$ cat src/rtl/ibex_rf_wb_arbiter.sv
// Writeback arbiter owning the single register-file write port (LSU data first, then queued EX results).
// Define IBEX_WB_FWD_EN to build operand forwarding from results that are not yet written.
module ibex_rf_wb_arbiter #(
  parameter int DataWidth = 32,
  parameter int Depth     = 2,
  parameter bit RV32E     = 1'b0
) (
  input  logic                 clk_i,
  input  logic                 rst_i,
  input  logic                 ex_valid_i,
  output logic                 ex_ready_o,
  input  logic [4:0]           ex_waddr_i,
  input  logic [DataWidth-1:0] ex_wdata_i,
  input  logic                 lsu_valid_i,
  input  logic [4:0]           lsu_waddr_i,
  input  logic [DataWidth-1:0] lsu_wdata_i,
  output logic                 rf_we_o,
  output logic [4:0]           rf_waddr_o,
  output logic [DataWidth-1:0] rf_wdata_o,
  input  logic [4:0]           raddr_a_i,
  input  logic [4:0]           raddr_b_i,
  output logic                 fwd_hit_a_o,
  output logic [DataWidth-1:0] fwd_data_a_o,
  output logic                 fwd_hit_b_o,
  output logic [DataWidth-1:0] fwd_data_b_o,
  output logic [2:0]           count_o,
  output logic                 err_o
);

  // Shift-register FIFO: entry 0 is the head, entry count-1 the youngest.
  logic [4:0]           ent_addr   [Depth];
  logic [DataWidth-1:0] ent_data   [Depth];
  logic [Depth-1:0]     ent_vld;
  logic [4:0]           ent_addr_n [Depth];
  logic [DataWidth-1:0] ent_data_n [Depth];
  logic [Depth-1:0]     ent_vld_n;
  logic [2:0]           count, count_n;
  int                   wr_idx;

  logic lsu_illegal, ex_illegal, lsu_sel, head_sel, ex_acc, ex_keep, direct_sel, push, pop;

  assign count_o     = count;
  assign ex_ready_o  = !rst_i && (count < 3'(Depth));
  assign lsu_illegal = RV32E && lsu_valid_i && lsu_waddr_i[4];
  assign ex_illegal  = RV32E && ex_waddr_i[4];
  assign lsu_sel     = !rst_i && lsu_valid_i && (lsu_waddr_i != 5'd0) && !lsu_illegal;
  assign head_sel    = !rst_i && !lsu_sel && (count != 3'd0);
  assign ex_acc      = ex_valid_i && ex_ready_o;
  assign ex_keep     = ex_acc && (ex_waddr_i != 5'd0) && !ex_illegal;
  assign direct_sel  = ex_keep && !lsu_sel && (count == 3'd0);
  assign push        = ex_keep && !direct_sel;
  assign pop         = head_sel;
  assign err_o       = !rst_i && (lsu_illegal || (ex_acc && ex_illegal));
  assign count_n     = count + {2'b00, push} - {2'b00, pop};

  always_comb begin
    ent_vld_n  = ent_vld;
    ent_addr_n = ent_addr;
    ent_data_n = ent_data;
    wr_idx     = int'(count) - int'(pop);
    // The LSU write is younger than every queued entry, so older same-register entries die.
    if (lsu_sel) begin
      for (int i = 0; i < Depth; i++) begin
        if (ent_addr[i] == lsu_waddr_i) ent_vld_n[i] = 1'b0;
      end
    end
    if (pop) begin
      for (int i = 0; i < Depth - 1; i++) begin
        ent_vld_n[i]  = ent_vld_n[i+1];
        ent_addr_n[i] = ent_addr_n[i+1];
        ent_data_n[i] = ent_data_n[i+1];
      end
      ent_vld_n[Depth-1] = 1'b0;
    end
    for (int i = 0; i < Depth; i++) begin
      if (push && (i == wr_idx)) begin
        ent_vld_n[i]  = 1'b1;
        ent_addr_n[i] = ex_waddr_i;
        ent_data_n[i] = ex_wdata_i;
      end
    end
  end

  always_ff @(posedge clk_i or posedge rst_i) begin
    if (rst_i) begin
      count   <= 3'd0;
      ent_vld <= '0;
      for (int i = 0; i < Depth; i++) begin
        ent_addr[i] <= 5'd0;
        ent_data[i] <= '0;
      end
    end else begin
      count    <= count_n;
      ent_vld  <= ent_vld_n;
      ent_addr <= ent_addr_n;
      ent_data <= ent_data_n;
    end
  end

  always_comb begin
    rf_we_o    = 1'b0;
    rf_waddr_o = 5'd0;
    rf_wdata_o = '0;
    if (lsu_sel) begin
      rf_we_o    = 1'b1;
      rf_waddr_o = lsu_waddr_i;
      rf_wdata_o = lsu_wdata_i;
    end else if (head_sel) begin
      rf_we_o    = ent_vld[0];
      rf_waddr_o = ent_addr[0];
      rf_wdata_o = ent_data[0];
    end else if (direct_sel) begin
      rf_we_o    = 1'b1;
      rf_waddr_o = ex_waddr_i;
      rf_wdata_o = ex_wdata_i;
    end
  end

`ifdef IBEX_WB_FWD_EN
  // Ascending scan lets younger entries override older ones; the LSU input overrides all.
  always_comb begin
    fwd_hit_a_o  = 1'b0;
    fwd_data_a_o = '0;
    fwd_hit_b_o  = 1'b0;
    fwd_data_b_o = '0;
    for (int i = 0; i < Depth; i++) begin
      if (ent_vld[i] && (ent_addr[i] == raddr_a_i) && (raddr_a_i != 5'd0)) begin
        fwd_hit_a_o  = 1'b1;
        fwd_data_a_o = ent_data[i];
      end
      if (ent_vld[i] && (ent_addr[i] == raddr_b_i) && (raddr_b_i != 5'd0)) begin
        fwd_hit_b_o  = 1'b1;
        fwd_data_b_o = ent_data[i];
      end
    end
    if (lsu_sel && (lsu_waddr_i == raddr_a_i) && (raddr_a_i != 5'd0)) begin
      fwd_hit_a_o  = 1'b1;
      fwd_data_a_o = lsu_wdata_i;
    end
    if (lsu_sel && (lsu_waddr_i == raddr_b_i) && (raddr_b_i != 5'd0)) begin
      fwd_hit_b_o  = 1'b1;
      fwd_data_b_o = lsu_wdata_i;
    end
  end
`else
  logic unused_raddr;
  assign unused_raddr = ^{raddr_a_i, raddr_b_i};
  assign fwd_hit_a_o  = 1'b0;
  assign fwd_data_a_o = '0;
  assign fwd_hit_b_o  = 1'b0;
  assign fwd_data_b_o = '0;
`endif

endmodule

$ cat config.mk
export PLATFORM = sky130hd
export DESIGN_NAME = ibex_rf_wb_arbiter
export DESIGN_NICKNAME = d
export VERILOG_FILES = /design/src/rtl/ibex_rf_wb_arbiter.sv
export SDC_FILE = /design/constraint.sdc
export NUM_CORES = 1
export LEC_CHECK = 0
export ABC_AREA = 1
export ABC_CLOCK_PERIOD_IN_PS = 3200
export BUFFER_PORTS_ARGS = -buffer_cell sky130_fd_sc_hd__buf_2
export CAP_MARGIN = 20
export CORE_MARGIN = 2
export CORE_UTILIZATION = 30
export CTS_CLUSTER_SIZE = 25
export DETAILED_ROUTE_END_ITERATION = 6
export HOLD_SLACK_MARGIN = 0.1
export SLEW_MARGIN = 20
export SYNTH_ARGS = -nofsm -noshare
export SYNTH_HDL_FRONTEND = slang
export SYNTH_SLANG_ARGS = --single-unit
$ cat constraint.sdc
create_clock -name clk_i -period 3.2 [get_ports clk_i]
set_input_delay 0.16 -clock clk_i [delete_from_list [all_inputs] [get_ports clk_i]]
set_output_delay 0.16 -clock clk_i [all_outputs]
set_load 0.02 [all_outputs]
# Yosys cells after proc, flatten, opt, wreduce, memory -nomap -nowiden
# Cells that the tools add are included.
dict set report word_totals {
  ff_bits 79
  inputBits 88
  out_inout_bits 109
  elab_cells 57
}
dict set report op_classes {
  n_addsub 3
  n_lt_le_gt_ge 1
  eq_ne 3
  mux 19
  reduce_logical 24
}
# op n
set ops {}
lappend ops {{32-bit two-way mux} 5}
lappend ops {{32-bit logical NOT} 1}
lappend ops {{5-bit two-way mux} 5}
lappend ops {{1-bit logical AND} 12}
lappend ops {{5-bit == test} 2}
lappend ops {{5-bit nonzero test} 2}
lappend ops {{3-bit nonzero test} 3}
lappend ops {{1-bit two-way mux} 7}
lappend ops {{2-bit by 4-bit == test with 1-bit output (first input constant)} 1}
lappend ops {{2-bit two-way mux} 2}
lappend ops {{3-bit by 1-bit subtractor with 4-bit output} 1}
lappend ops {{3-bit by 1-bit adder with 3-bit output} 1}
lappend ops {{1-bit logical NOT} 3}
lappend ops {{3-bit logical NOT} 1}
lappend ops {{3-bit by 2-bit < comparator with 1-bit output (second input constant)} 1}
lappend ops {{3-bit by 1-bit subtractor with 3-bit output} 1}
lappend ops {{2-bit AND reduction} 1}
lappend ops {{2-bit nonzero test} 1}

# Longest topological paths before layout
dict set report logic_depth {
  word_depth 11
  mapped_depth 19
  mapped_depth_nobuf 16
}

# Worst setup path before layout
# Ideal clock, no wire load.
dict set report synth_timing {
  path_kind {input -> register}
  startpoint {input rst_i}
  endpoint {register ent_data[44] (netlist name)}
  setup_time_ns 0.117
  t_arrival_ns 2.888
  required_ns 3.083
  slack_ns 0.195
  stages 17
  n_path_buf 3
  path_cell_list {inv_2 nand2_1 inv_1 nand2_1 inv_2 buf_2 ha_1 ha_1 inv_1 nand2_1 nand3_1 nor2_2 buf_2 buf_2 nand4_1 nand2_1 nand2_1}
}
dict set report synth_via {
  elab_chain_cells 10
  elab_cells_between_ends 18
  cone_classes {add/sub: 1; mux: 1; reduce/logical: 16}
}
# item line
set synth_rtl {}
lappend synth_rtl {{start, declared} 9} ;# input logic rst_i,
lappend synth_rtl {{1-bit logical NOT (no line) (*)} --}
lappend synth_rtl {{1-bit logical AND, on equally long branches} {46, 43}}
lappend synth_rtl {{1-bit logical AND, on equally long branches} {46, 48}}
lappend synth_rtl {{1-bit logical NOT or 1-bit logical AND (tied branches)} {47, 50, 49}}
lappend synth_rtl {{1-bit logical AND, on equally long branches (2 in series)} {47, 50}}
lappend synth_rtl {{3-bit by 1-bit subtractor with 4-bit output or 1-bit logical NOT (tied branches)} {60, 51}}
lappend synth_rtl {{32-bit logical NOT or 1-bit logical AND (tied branches)} {76, 51}}
lappend synth_rtl {{1-bit logical AND} 76} ;# if (push && (i == wr_idx)) begin
lappend synth_rtl {{32-bit two-way mux or 2-bit nonzero test (tied branches)} --}
lappend synth_rtl {{end signal, assigned} 96} ;# ent_data <= ent_data_n;
lappend synth_rtl {{end, declared} 32} ;# logic [DataWidth-1:0] ent_data [Depth];
# Mark *: on every way between the ends. The rest lies on a longest branch, timed or not.
# A chain may end at the register's enable or synchronous reset.

# Final worst setup path
dict set report layout_timing {
  startpoint {input rst_i}
  endpoint {output rf_wdata_o[31]}
}
dict set report layout_via {
  elab_chain_cells 9
  elab_cells_between_ends 14
  cone_classes {mux: 3; reduce/logical: 11}
}
# item line
set layout_rtl {}
lappend layout_rtl {{1-bit logical NOT (no line) (*)} --}
lappend layout_rtl {{1-bit logical AND, on equally long branches} {43, 46}}
lappend layout_rtl {{1-bit logical AND, on equally long branches} {48, 46}}
lappend layout_rtl {{1-bit logical AND or 1-bit logical NOT (tied branches)} {49, 47, 50}}
lappend layout_rtl {{1-bit logical AND (2 in series)} 50} ;# assign direct_sel = ex_keep && !lsu_sel && (count == 3'd0);
lappend layout_rtl {{32-bit two-way mux} 112} ;# end else if (direct_sel) begin
lappend layout_rtl {{32-bit two-way mux} 108} ;# end else if (head_sel) begin
lappend layout_rtl {{32-bit two-way mux (*)} 104} ;# if (lsu_sel) begin
lappend layout_rtl {{end, declared} 19} ;# output logic [DataWidth-1:0] rf_wdata_o,
# Marks and branches as above.

==> flow_summary.json <==
{
  "slowest_delay_ns": 0.53,
  "synth_area_per_cell_sq_um": 7.11,
  "critPathTopFamily": "buffers and inverters",
  "synth_mux_area_share_pct": 0,
  "worstPathRequired_ns": 3.04,
  "leakage_nw": 3.55,
  "viasPerCell": 4.73,
  "hold_path.class": "in -> reg",
  "whs_ns": 0.110,
  "grt_start_max_net_pins": 77,
  "tightest_slew_ns": 0.764,
  "synthArstFlopShare_pct": 100,
  "synth_top_area_share_pct": 36.3,
  "drt_iter0_drc": 319,
  "core_sq_mm": 0.0179,
  "grt_pass1_vias": 4631,
  "ir_drop_uv": 256,
  "h-tree-depth": 3,
  "synth_warnings": 0,
  "synthSimpleGateAreaFrac_pct": 37.7,
  "vias": 5217,
  "syn_inst": 765,
  "rsz0062_at_grt": "false",
  "die_x_microns": 139,
  "synth_ff_type": "dfrtp_1",
  "synth_xor_area_share_pct": 1.77,
  "fin_nets": 963,
  "synth-seq-cells": 79,
  "clock_path_buffers": 2,
  "finalHoldViolations": 0,
  "antenna_left": 0,
  "period_share_pct": 84.6,
  "critPathSlowestCell": "dlygate4sd3_1",
  "synth_area_sq_mm": 0.00544,
  "wire_per_inst_microns": 14.1,
  "crit_fanout": 76,
  "start_util_pct": 30.4,
  "die_area_sq_mm": 0.0192,
  "antennaDiodeCount": 0,
  "port_buffers": 119,
  "worstPathCellList": "dlygate4sd3_1 > buf_2 > clkinv_2 > buf_4 > nand2_1 > nor2_1 > nand2_1 > inv_2 > buf_12 > nand4_1 > nand3_1 > buf_2",
  "io_pins": 197,
  "synth_top_family_by_area": "simple AND/OR/NAND/NOR gates",
  "setup_viol": 0,
  "setup_tns_ns": 0,
  "track_usage_pct": 15.9,
  "yosys.area.top_type": "dfrtp_1",
  "grt_overflow": 0,
  "row_count": 49,
  "place_ws_ns": 0.673,
  "crit_path_end_kind": "output port",
  "yosys-top-cells-count": "nand2_1 (240), nand3_1 (117), buf_4 (84)",
  "drive_above_1_share_pct": 18.7,
  "fin_skew_ns": 0.00553,
  "status": "completed",
  "period_needed_ns": 2.71,
  "clk_pin_slew_worst_paths_ns": 0.06,
  "critPathKind": "in -> out",
  "cts_buffers": 9,
  "drt_wl_total_mm": 15.6,
  "synth_edf_count": 0,
  "dpl.cell_count": 1070,
  "max_freq_mhz": 369,
  "die_height_microns": 139,
  "arrival_ns": 2.55,
  "synth_compound_area_share_pct": 3.57,
  "grt_pass1_wl_mm": 24.7,
  "cts_root_buf": "clkbuf_16",
  "hpwl_mm": 9.56,
  "layout_setup_ws_ns": 0.493,
  "worst_setup_path_start_kind": "input pin",
  "ys_seq_area_share_pct": 36.3,
  "cts_sinks": 79,
  "clkLatencyLatePin_ns": 0.34,
  "drv_cap": 0,
  "gp_congestion": 0.737,
  "synth_most_common_cell": "nand2_1",
  "yosys-top-cells-area": "dfrtp_1 (36%), nand2_1 (17%), buf_4 (12%)",
  "synthAdderAreaFrac_pct": 1.52,
  "final_cell_count_no_fill": 1102,
  "cts_tree": "yes",
  "timing.slew.headroom_pct": 49.1,
  "areaGrowthSynthToFinish_pct": 17.5,
  "ys_types": 26,
  "first_pass_iters": 7,
  "antenna_found_initial": 0,
  "slew_viol_final": 0,
  "drc": 0,
  "cellPowerDensity_mw_per_mm2": 722,
  "path_buf_inv": 7
}
## path summary, 6_finish.rpt
| path | from | endpoint | slack [ns] | depth (start not counted) |
|---|---|---|---|---|
| max in group asynchronous | rst_i | ent_data[18]$_DFFE_PP0P_ | 1.62 | 5 |
| worst max register to register | count_o[1]$_DFF_PP0_ | ent_data[41]$_DFFE_PP0P_ | 0.70 | 17 |
| worst max-delay path | rst_i | rf_wdata_o[31] | 0.49 | 12 |
| min in group asynchronous | rst_i | count_o[1]$_DFF_PP0_ | 0.49 | 4 |
| worst min register to register | ent_data[2]$_DFFE_PP0P_ | ent_data[2]$_DFFE_PP0P_ | 0.48 | 2 |
| worst min-delay path | ex_wdata_i[5] | ent_data[5]$_DFFE_PP0P_ | 0.11 | 3 |
## kinds of logic after synthesis
| logic type | Yosys count |
|---|---|
| adder cells (fa/ha/maj) | 6 |
| buffers and inverters | 181 |
| XOR/XNOR | 11 |
| other | 1 |
| flip-flops | 79 |
| AO/OA/AOI/OAI | 38 |
| AND/OR/NAND/NOR | 449 |
## power breakdown
part	switching (W)	total, W	leakage (nW)	internal (W)
Sequential	0.000247	0.00167	1.06	0.00142
Clock	0.000403	0.00114	0.165	0.000742
Combinational	0.00120	0.00180	2.33	0.000601
## sequential cells by signal, summed over array words and instances (netlist names)
signal / cells
ent_data: 64
ent_addr: 10
ent_vld: 2
count_o: 3
## cell type report
type / count / area (sq um)
Clock buffer: 12 / 267
Clock inverter: 3 / 65.1
Fill cell: 1925 / 11500
Inverter: 55 / 208
Multi-Input combinational cell: 571 / 2680
Sequential cell: 79 / 1980
Tap cell: 229 / 287
Timing Repair Buffer: 153 / 906
## cell usage in the layout, fill, tap and decap left out, types with 3 or more instances in the layout
| master | n |
|---|---|
| nor2_1 | 11 |
| nand2_1 | 239 |
| o21ai_0 | 11 |
| inv_1 | 50 |
| nand3_2 | 3 |
| inv_2 | 3 |
| xnor2_1 | 9 |
| nand4_1 | 74 |
| clkbuf_16 | 9 |
| dfrtp_1 | 79 |
| nand3_1 | 117 |
| o21ai_1 | 26 |
| ha_1 | 5 |
| dlygate4sd3_1 | 17 |
| clkbuf_8 | 3 |
| conb_1 | 67 |
| buf_2 | 119 |
| buf_4 | 16 |
## per-stage QoR
step / utilization (%) / power (W) / instance area, sq um
finish: 35.7 / 0.00461 / 6390
global route: 35.7 / 0.00497 / 6390
CTS: 35.7 / 0.00468 / 6390
detailed placement: 32.9 / 0.00349 / 5890
global placement: 32.9 / 0.00345 / 5890
floorplan: - / 0.00301 / 5690
## worst register-to-register path: stages (launching register included)
cell	delay [ns]
dfrtp_1	0.38
inv_1	0.15
nand3_1	0.16
nand2_1	0.12
inv_1	0.06
nand2_2	0.08
inv_2	0.04
ha_1	0.20
ha_1	0.20
inv_1	0.05
nand2_1	0.05
nand3_1	0.16
nor2_4	0.05
nand3_2	0.07
buf_4	0.39
nand2_1	0.10
nand2_1	0.09
nand2_1	0.05
## per-layer routing
layer,up-vias,part of all wire [%],track usage (%)
li1,2591,-,-
met1,2410,46,21.8
met2,200,47,26.1
met3,16,6.2,2.73
met4,0,1.2,4.15
met5,-,0,0
## repair_timing
item                      4_1_cts  5_1_grt
hold endpoints to repair       39        0
hold buffers                   17        0
buffers inserted                0        0
resized for setup               0        0
(Power assumes the default switching activity.)
